[config.mk]
export PLATFORM = sky130hd
export DESIGN_NAME = device_delay_timer_flat
export DESIGN_NICKNAME = d
export VERILOG_FILES = /design/src/rtl/device_delay_timer_if.sv /design/src/rtl/device_delay_timer.sv /design/src/flat_wrapper.sv
export SDC_FILE = /design/constraint.sdc
export NUM_CORES = 1
export LEC_CHECK = 0
export BUFFER_PORTS_ARGS = -buffer_cell sky130_fd_sc_hd__clkbuf_2
export CAP_MARGIN = 10
export CORE_ASPECT_RATIO = 0.5
export CORE_MARGIN = 2
export CORE_UTILIZATION = 35
export DETAILED_ROUTE_END_ITERATION = 8
export SETUP_SLACK_MARGIN = 0.2
export SKIP_CTS_REPAIR_TIMING = 1
export SLEW_MARGIN = 20
export SYNTH_ARGS = -nofsm -noshare
export SYNTH_HDL_FRONTEND = slang
export SYNTH_SLANG_ARGS = --single-unit
[constraint.sdc]
create_clock -name clk_i -period 5.2 [get_ports clk_i]
set_input_delay 1.3 -clock clk_i [delete_from_list [all_inputs] [get_ports clk_i]]
set_output_delay 1.3 -clock clk_i [all_outputs]
set_load 0.05 [all_outputs]
[src/rtl/device_delay_timer_if.sv]
// Control/status bundle between the SCCB init sequencer and its delay timer.
// syn_rst is a level restart request sampled on every posedge; delay_done is a level status (no valid/ready pairing).
interface device_delay_timer_if;
    logic syn_rst;
    logic delay_done;

    modport master (
        output syn_rst,
        input  delay_done
    );

    modport slave (
        input  syn_rst,
        output delay_done
    );
endinterface

[src/rtl/device_delay_timer.sv]
// Restartable one-shot delay timer: counts DELAY_CYCLES clock edges after reset
// release or a synchronous restart, then raises delay_done and holds it.
module device_delay_timer #(
    parameter  int DELAY_CYCLES = 270000,
    localparam int CNT_W        = $clog2(DELAY_CYCLES + 1)
) (
    input  logic                   clk_i,
    input  logic                   rst_n,
    device_delay_timer_if.slave    tmr,
    output logic                   dbg_state_o,
    output logic [CNT_W-1:0]       dbg_cnt_o
);

    typedef enum logic {
        ST_COUNT = 1'b0,
        ST_DONE  = 1'b1
    } state_e;

    localparam logic [CNT_W-1:0] CNT_LAST = CNT_W'(DELAY_CYCLES - 1);

    state_e           state_q, state_d;
    logic [CNT_W-1:0] cnt_q, cnt_d;
    logic             done_q, done_d;

    always_comb begin
        state_d = state_q;
        cnt_d   = cnt_q;
        done_d  = done_q;
        // Restart outranks terminal count, so a restart on the last edge keeps done low.
        if (tmr.syn_rst) begin
            state_d = ST_COUNT;
            cnt_d   = '0;
            done_d  = 1'b0;
        end else begin
            case (state_q)
                ST_COUNT: begin
                    if (cnt_q == CNT_LAST) begin
                        state_d = ST_DONE;
                        done_d  = 1'b1;
                    end else begin
                        cnt_d = cnt_q + CNT_W'(1);
                    end
                end
                ST_DONE: begin
                    done_d = 1'b1;
                end
                default: begin
                    state_d = ST_COUNT;
                    cnt_d   = '0;
                    done_d  = 1'b0;
                end
            endcase
        end
    end

    always_ff @(posedge clk_i or negedge rst_n) begin
        if (!rst_n) begin
            state_q <= ST_COUNT;
            cnt_q   <= '0;
            done_q  <= 1'b0;
        end else begin
            state_q <= state_d;
            cnt_q   <= cnt_d;
            done_q  <= done_d;
        end
    end

    assign tmr.delay_done = done_q;
    assign dbg_state_o    = state_q;
    assign dbg_cnt_o      = cnt_q;

endmodule

[src/flat_wrapper.sv]
// flat-port wrapper written by rule: the top's interface ports become plain ports
module device_delay_timer_flat 
#(
    parameter  int DELAY_CYCLES = 270000,
    localparam int CNT_W        = $clog2(DELAY_CYCLES + 1)
)
  (clk_i, rst_n, dbg_state_o, dbg_cnt_o, tmr_syn_rst, tmr_delay_done);
  device_delay_timer_if tmr_i ();
  input  logic clk_i;
  input  logic rst_n;
  output logic dbg_state_o;
  output logic [CNT_W-1:0] dbg_cnt_o;
  input wire logic [$bits(tmr_i.syn_rst)-1:0] tmr_syn_rst;
  output wire logic [$bits(tmr_i.delay_done)-1:0] tmr_delay_done;
  assign tmr_i.syn_rst = tmr_syn_rst;
  assign tmr_delay_done = tmr_i.delay_done;
  device_delay_timer #(.DELAY_CYCLES(DELAY_CYCLES)) u_core (.clk_i(clk_i), .rst_n(rst_n), .tmr(tmr_i), .dbg_state_o(dbg_state_o), .dbg_cnt_o(dbg_cnt_o));
endmodule
---- Word-level counts from Yosys, hierarchy flattened ----
Cells that the tools add are included.
Widths: inputs -> output; s select.
storage, ports and cells
  register bits ........................... 21
operators by class
  add/sub/neg operators ................... 1
  muxes and demuxes ....................... 9
  reductions and logical operators ........ 1
  equality and inequality tests ........... 4
  bitwise operators ....................... 1
operators with widths
  operator               number
  $mux 19                3
  $add 19x1->19 const B  1
  $eq 19x19->1 const B   1
  $mux 1                 5
  $ne 2x2->1 const B     2
  $ne 3x2->1 const B     1
  $pmux 1 s2             1
  $reduce_and 2->1       1
  $not 1->1              1

---- Longest topological paths before layout ----
  depth after elaboration ................. 4
  mapped depth ............................ 6
  gate-level depth less buffers ........... 6

---- Worst setup path before layout ----
Ideal clock, no wire load.
  kind .................................... register to register
  from .................................... reg u_core.cnt_q[13] (netlist: u_core.dbg_cnt_o[13])
  to ...................................... reg u_core.cnt_q[1] (netlist: u_core.dbg_cnt_o[1])
  required time ........................... 5.068 ns
  stages on the path, launching flop included .. 6
  setup slack ............................. 3.084 ns
  library setup time ...................... 0.132 ns
  arrival time ............................ 1.984 ns
  path through ............................ dfrtp_1 -> or4b_4 -> nor4_4 -> a21oi_2 -> mux2i_1 -> nor2_1
on the way
  word-level cells in the longest chain between the ends .. 3
RTL lines
  element                     RTL line                  text
  start: declaration          device_delay_timer.sv:22  logic [CNT_W-1:0] cnt_q, cnt_d;
  start signal: assignment    device_delay_timer.sv:63  cnt_q <= cnt_d;
  $eq 19x19->1                device_delay_timer.sv:37  if (cnt_q == CNT_LAST) begin
  $ne 2x2->1 (no line)        --
  $reduce_and 2->1 (no line)  --
No other way between the ends.
A chain may end at the register's enable or synchronous reset.

---- Worst setup path in the final report ----
  from .................................... reg u_core.state_q (netlist: u_core.dbg_state_o)
  to ...................................... out dbg_state_o
RTL lines
  element                   RTL line                  text
  start: declaration        device_delay_timer.sv:21  state_e state_q, state_d;
  start signal: assignment  device_delay_timer.sv:62  state_q <= state_d;
  end: declaration          flat_wrapper.sv:11        output logic dbg_state_o;
No word-level cell between the ends.

==> reports/metrics.csv <==
stage,metric,value,unit
status,status,finished clean,
cells_and_area,layout.nets,138,
die,dieArea,3576,um^2
critical_path,worstSetupEndpointType,output pin,
critical_path,path_cells,clkbuf_2,
cells_and_area,antenna_cells,0,
grt,grt_max_degree,23,
grt,grt_usage,14.17,%
pwr,finalPower,0.0002968,W
clock_tree,clk_pin_slew,0.08,ns
grt,grt_use_met2,19.35,%
critical_path,critPathSlowestCell,dfrtp_1,
timing,fmax,396.0,MHz
pwr,power.internal,0.0002240,W
synthesis,synthesis.nets,113,
die,core_area,2978,um^2
critical_path,reg2regPathDepth,5,
grt,grt_antenna_before_repair,0,
drt,vias,867,
worst_hold_path,hold_class,flop to flop,
critical_path,critPathBufInv,1,
pwr,p_leak,0.5660,nW
cells_and_area,n_fill_cell,309,
drt,drt_iter0_drc,33,
critical_path,worstPathArrival,1.23,ns
timing,rsz0062_at_grt,false,
die,die_x,82.60,um
timing,relSlewSlack,64.37,%
cells_and_area,syn2layout_area_growth,18.40,%
synthesis,synth_cell_types,29,
cells_and_area,instances_no_fill,173,
pwr,pwr-share-comb,6.6,%
timing,hold_violations,0,
worst_hold_path,hold_end,u_core.tmr.delay_done,
timing,max_slew.worst_pin.slew,0.5321,ns
synthesis,synth_warnings,0,
grt,use_met3,4.468,%
grt,gr-total-overflow,0,
synthesis,syn_avg_cell_area,9.918,um^2
placement,place_hpwl,1626,um
pwr,clockPowerShare,36.8,%
synthesis,synth.top_cell.area_share,48.61,%
die,io_pins,24,
clock_tree,cts_root_buf,clkbuf_8,
clock_tree,cts_inserted_buffers,3,
timing,skew,0.006800,ns
worst_hold_path,min-delay-start,u_core.tmr.delay_done,
pwr,p_sw,0.00007284,W
synthesis,synth_area,1081,um^2
drt,drc,0,
clock_tree,cts_tree,done,
drt,ant_nets,0,
critical_path,rr_endpoint,u_core.dbg_cnt_o[1],
synthesis,synth_area_leaders,"dfrtp_1, xnor2_1, nor2_1, xor2_1, nor3_1",
drt,wl,2220,um
drt,avgRoutedWirePerCell,12.83,um
pwr,p_per_area,231.9,nW/um^2
die,die_h,43.30,um
synthesis,yosys_register_bits,21,
drt,viasPerCell,5.012,
clock_tree,insertion_delay,0.26,ns
placement,dp_cells,169,
timing,period_share,48.56,%
placement,portBuffers,23,
timing,period_needed,2.525,ns
cells_and_area,layout_common_cells,"clkbuf_2, dfrtp_1, nor2_1",
die,rows,14,
timing,finalMaxSlewViolations,0,
critical_path,crit_required,3.90,ns
timing,final.setup.tns,0,ns
synthesis,syn_inst,109,
grt,grt_pass1_wl,3801,um
critical_path,crit_type,flop to output pin,
critical_path,rrSetupSlack,3.14,ns
die,start_util,36.30,%
placement,routabilityCongestion,0.7520,
grt,grt_pass1_vias,809,
critical_path,cpPeakStageDelay,0.60,ns
clock_tree,cts_max_path_buffers,2,
pwr,seqPwrFrac,56.6,%
synthesis,yosysSeqAreaShare,48.61,%
drt,drt_first_pass_iters,4,
critical_path,reg2reg_from,u_core.dbg_cnt_o[13],
cells_and_area,final_layout_size_suffix_gt1_share,24.06,%
critical_path,cp_max_fo,12,
cells_and_area,utilization,42.98,%
cells_and_area,final_common_cell,clkbuf_2,
clock_tree,cts_max_level,1,
timing,finalSetupViolCount,0,
pwr,sw_frac_of_total,24.54,%
pwr,vdd_drop_max,0.08360,mV
grt,met1_usage,21.44,%
critical_path,critical-path-top-delay-family,flip-flops,
critical_path,startpoint_type,flop,
clock_tree,cts.sinks,21,
job,drv_cap,0,
synthesis,yosysTopAreaCell,dfrtp_1,
grt,busiest_layer,met1,
worst_hold_path,hold_depth,2,
==> state kept, by name, summed over array words and instances (netlist names) <==
signal,count
u_core.dbg_cnt_o,19
u_core.dbg_state_o,1
u_core.tmr.delay_done,1
==> layer usage <==
metal | up-vias | wire, um | share of wire, %
met5 | - | 0 | 0
met4 | 0 | 17 | 0.77
met3 | 2 | 87 | 3.9
met2 | 16 | 923 | 42
met1 | 417 | 1193 | 54
li1 | 432 | - | -
==> power groups by stage <==
stage          combinational [W]  clock (W)  sequential, W
2_1_floorplan         0.00000581          0       0.000178
3_3_place_gp           0.0000197          0       0.000171
3_5_place_dp           0.0000201          0       0.000171
4_1_cts                0.0000202   0.000112       0.000168
5_1_grt                0.0000220   0.000117       0.000168
6_report               0.0000196   0.000109       0.000168
==> worst max path at each step <==
stage,startpoint,to,slack [ns],depth (start not counted)
after floorplan,u_core.dbg_cnt_o[13],u_core.dbg_cnt_o[1],3.08,5
after global placement,u_core.dbg_state_o,dbg_state_o,3.00,1
after detailed placement,u_core.dbg_state_o,dbg_state_o,2.98,1
after CTS,u_core.dbg_state_o,dbg_state_o,2.68,1
after global routing,u_core.dbg_state_o,dbg_state_o,2.64,1
final,u_core.dbg_state_o,dbg_state_o,2.67,1
==> logic make-up (layout without fill, tap and decap cells) <==
family | after synthesis | after routing | share of synthesized area (%)
XOR/XNOR | 15 | 15 | 12.15
AND/OR/NAND/NOR | 55 | 55 | 27.55
flip-flops | 21 | 21 | 48.61
multiplexers | 1 | 1 | 0.9260
AO/OA/AOI/OAI | 11 | 11 | 7.869
buffers and inverters | 5 | 29 | 1.736
adder cells (fa/ha/maj) | 1 | 1 | 1.157
==> stage by stage <==
stage,setup slack (ns),instance area (um^2),hold WS [ns]
floorplan,3.084,1081,0.7482
global placement,2.998,1235,0.5087
detailed placement,2.977,1235,0.5368
CTS,2.679,1280,0.5514
global route,2.636,1280,0.5583
finish,2.675,1280,0.5367
==> layout make-up <==
cell class	instances	area, um^2	share of cell area [%]
Clock buffer	4	45.04	3.519
Inverter	2	7.507	0.5865
Multi-Input combinational cell	83	536.8	41.94
Sequential cell	21	525.5	41.06
Tap cell	40	50.05	3.910
Timing Repair Buffer	23	115.1	8.993
==> synthesized netlist by cell type <==
cell,n
nor4_4,1
nand4_1,4
or3_1,3
nand2_1,7
a31o_1,1
clkbuf_1,3
nor3b_2,1
mux2i_1,1
o21ai_0,1
a21oi_1,4
nand2b_1,1
a21oi_2,1
or4b_1,1
dfrtp_1,21
xor2_1,5
ha_1,1
or4b_4,1
a2111oi_2,1
nor2b_1,1
nor4b_1,1
inv_1,2
a211oi_1,2
nor3_1,7
and3_1,1
xnor2_1,10
a211oi_2,1
nor3b_1,1
nand3_1,5
nor2_1,20
Power figures use the tool's default switching activity.
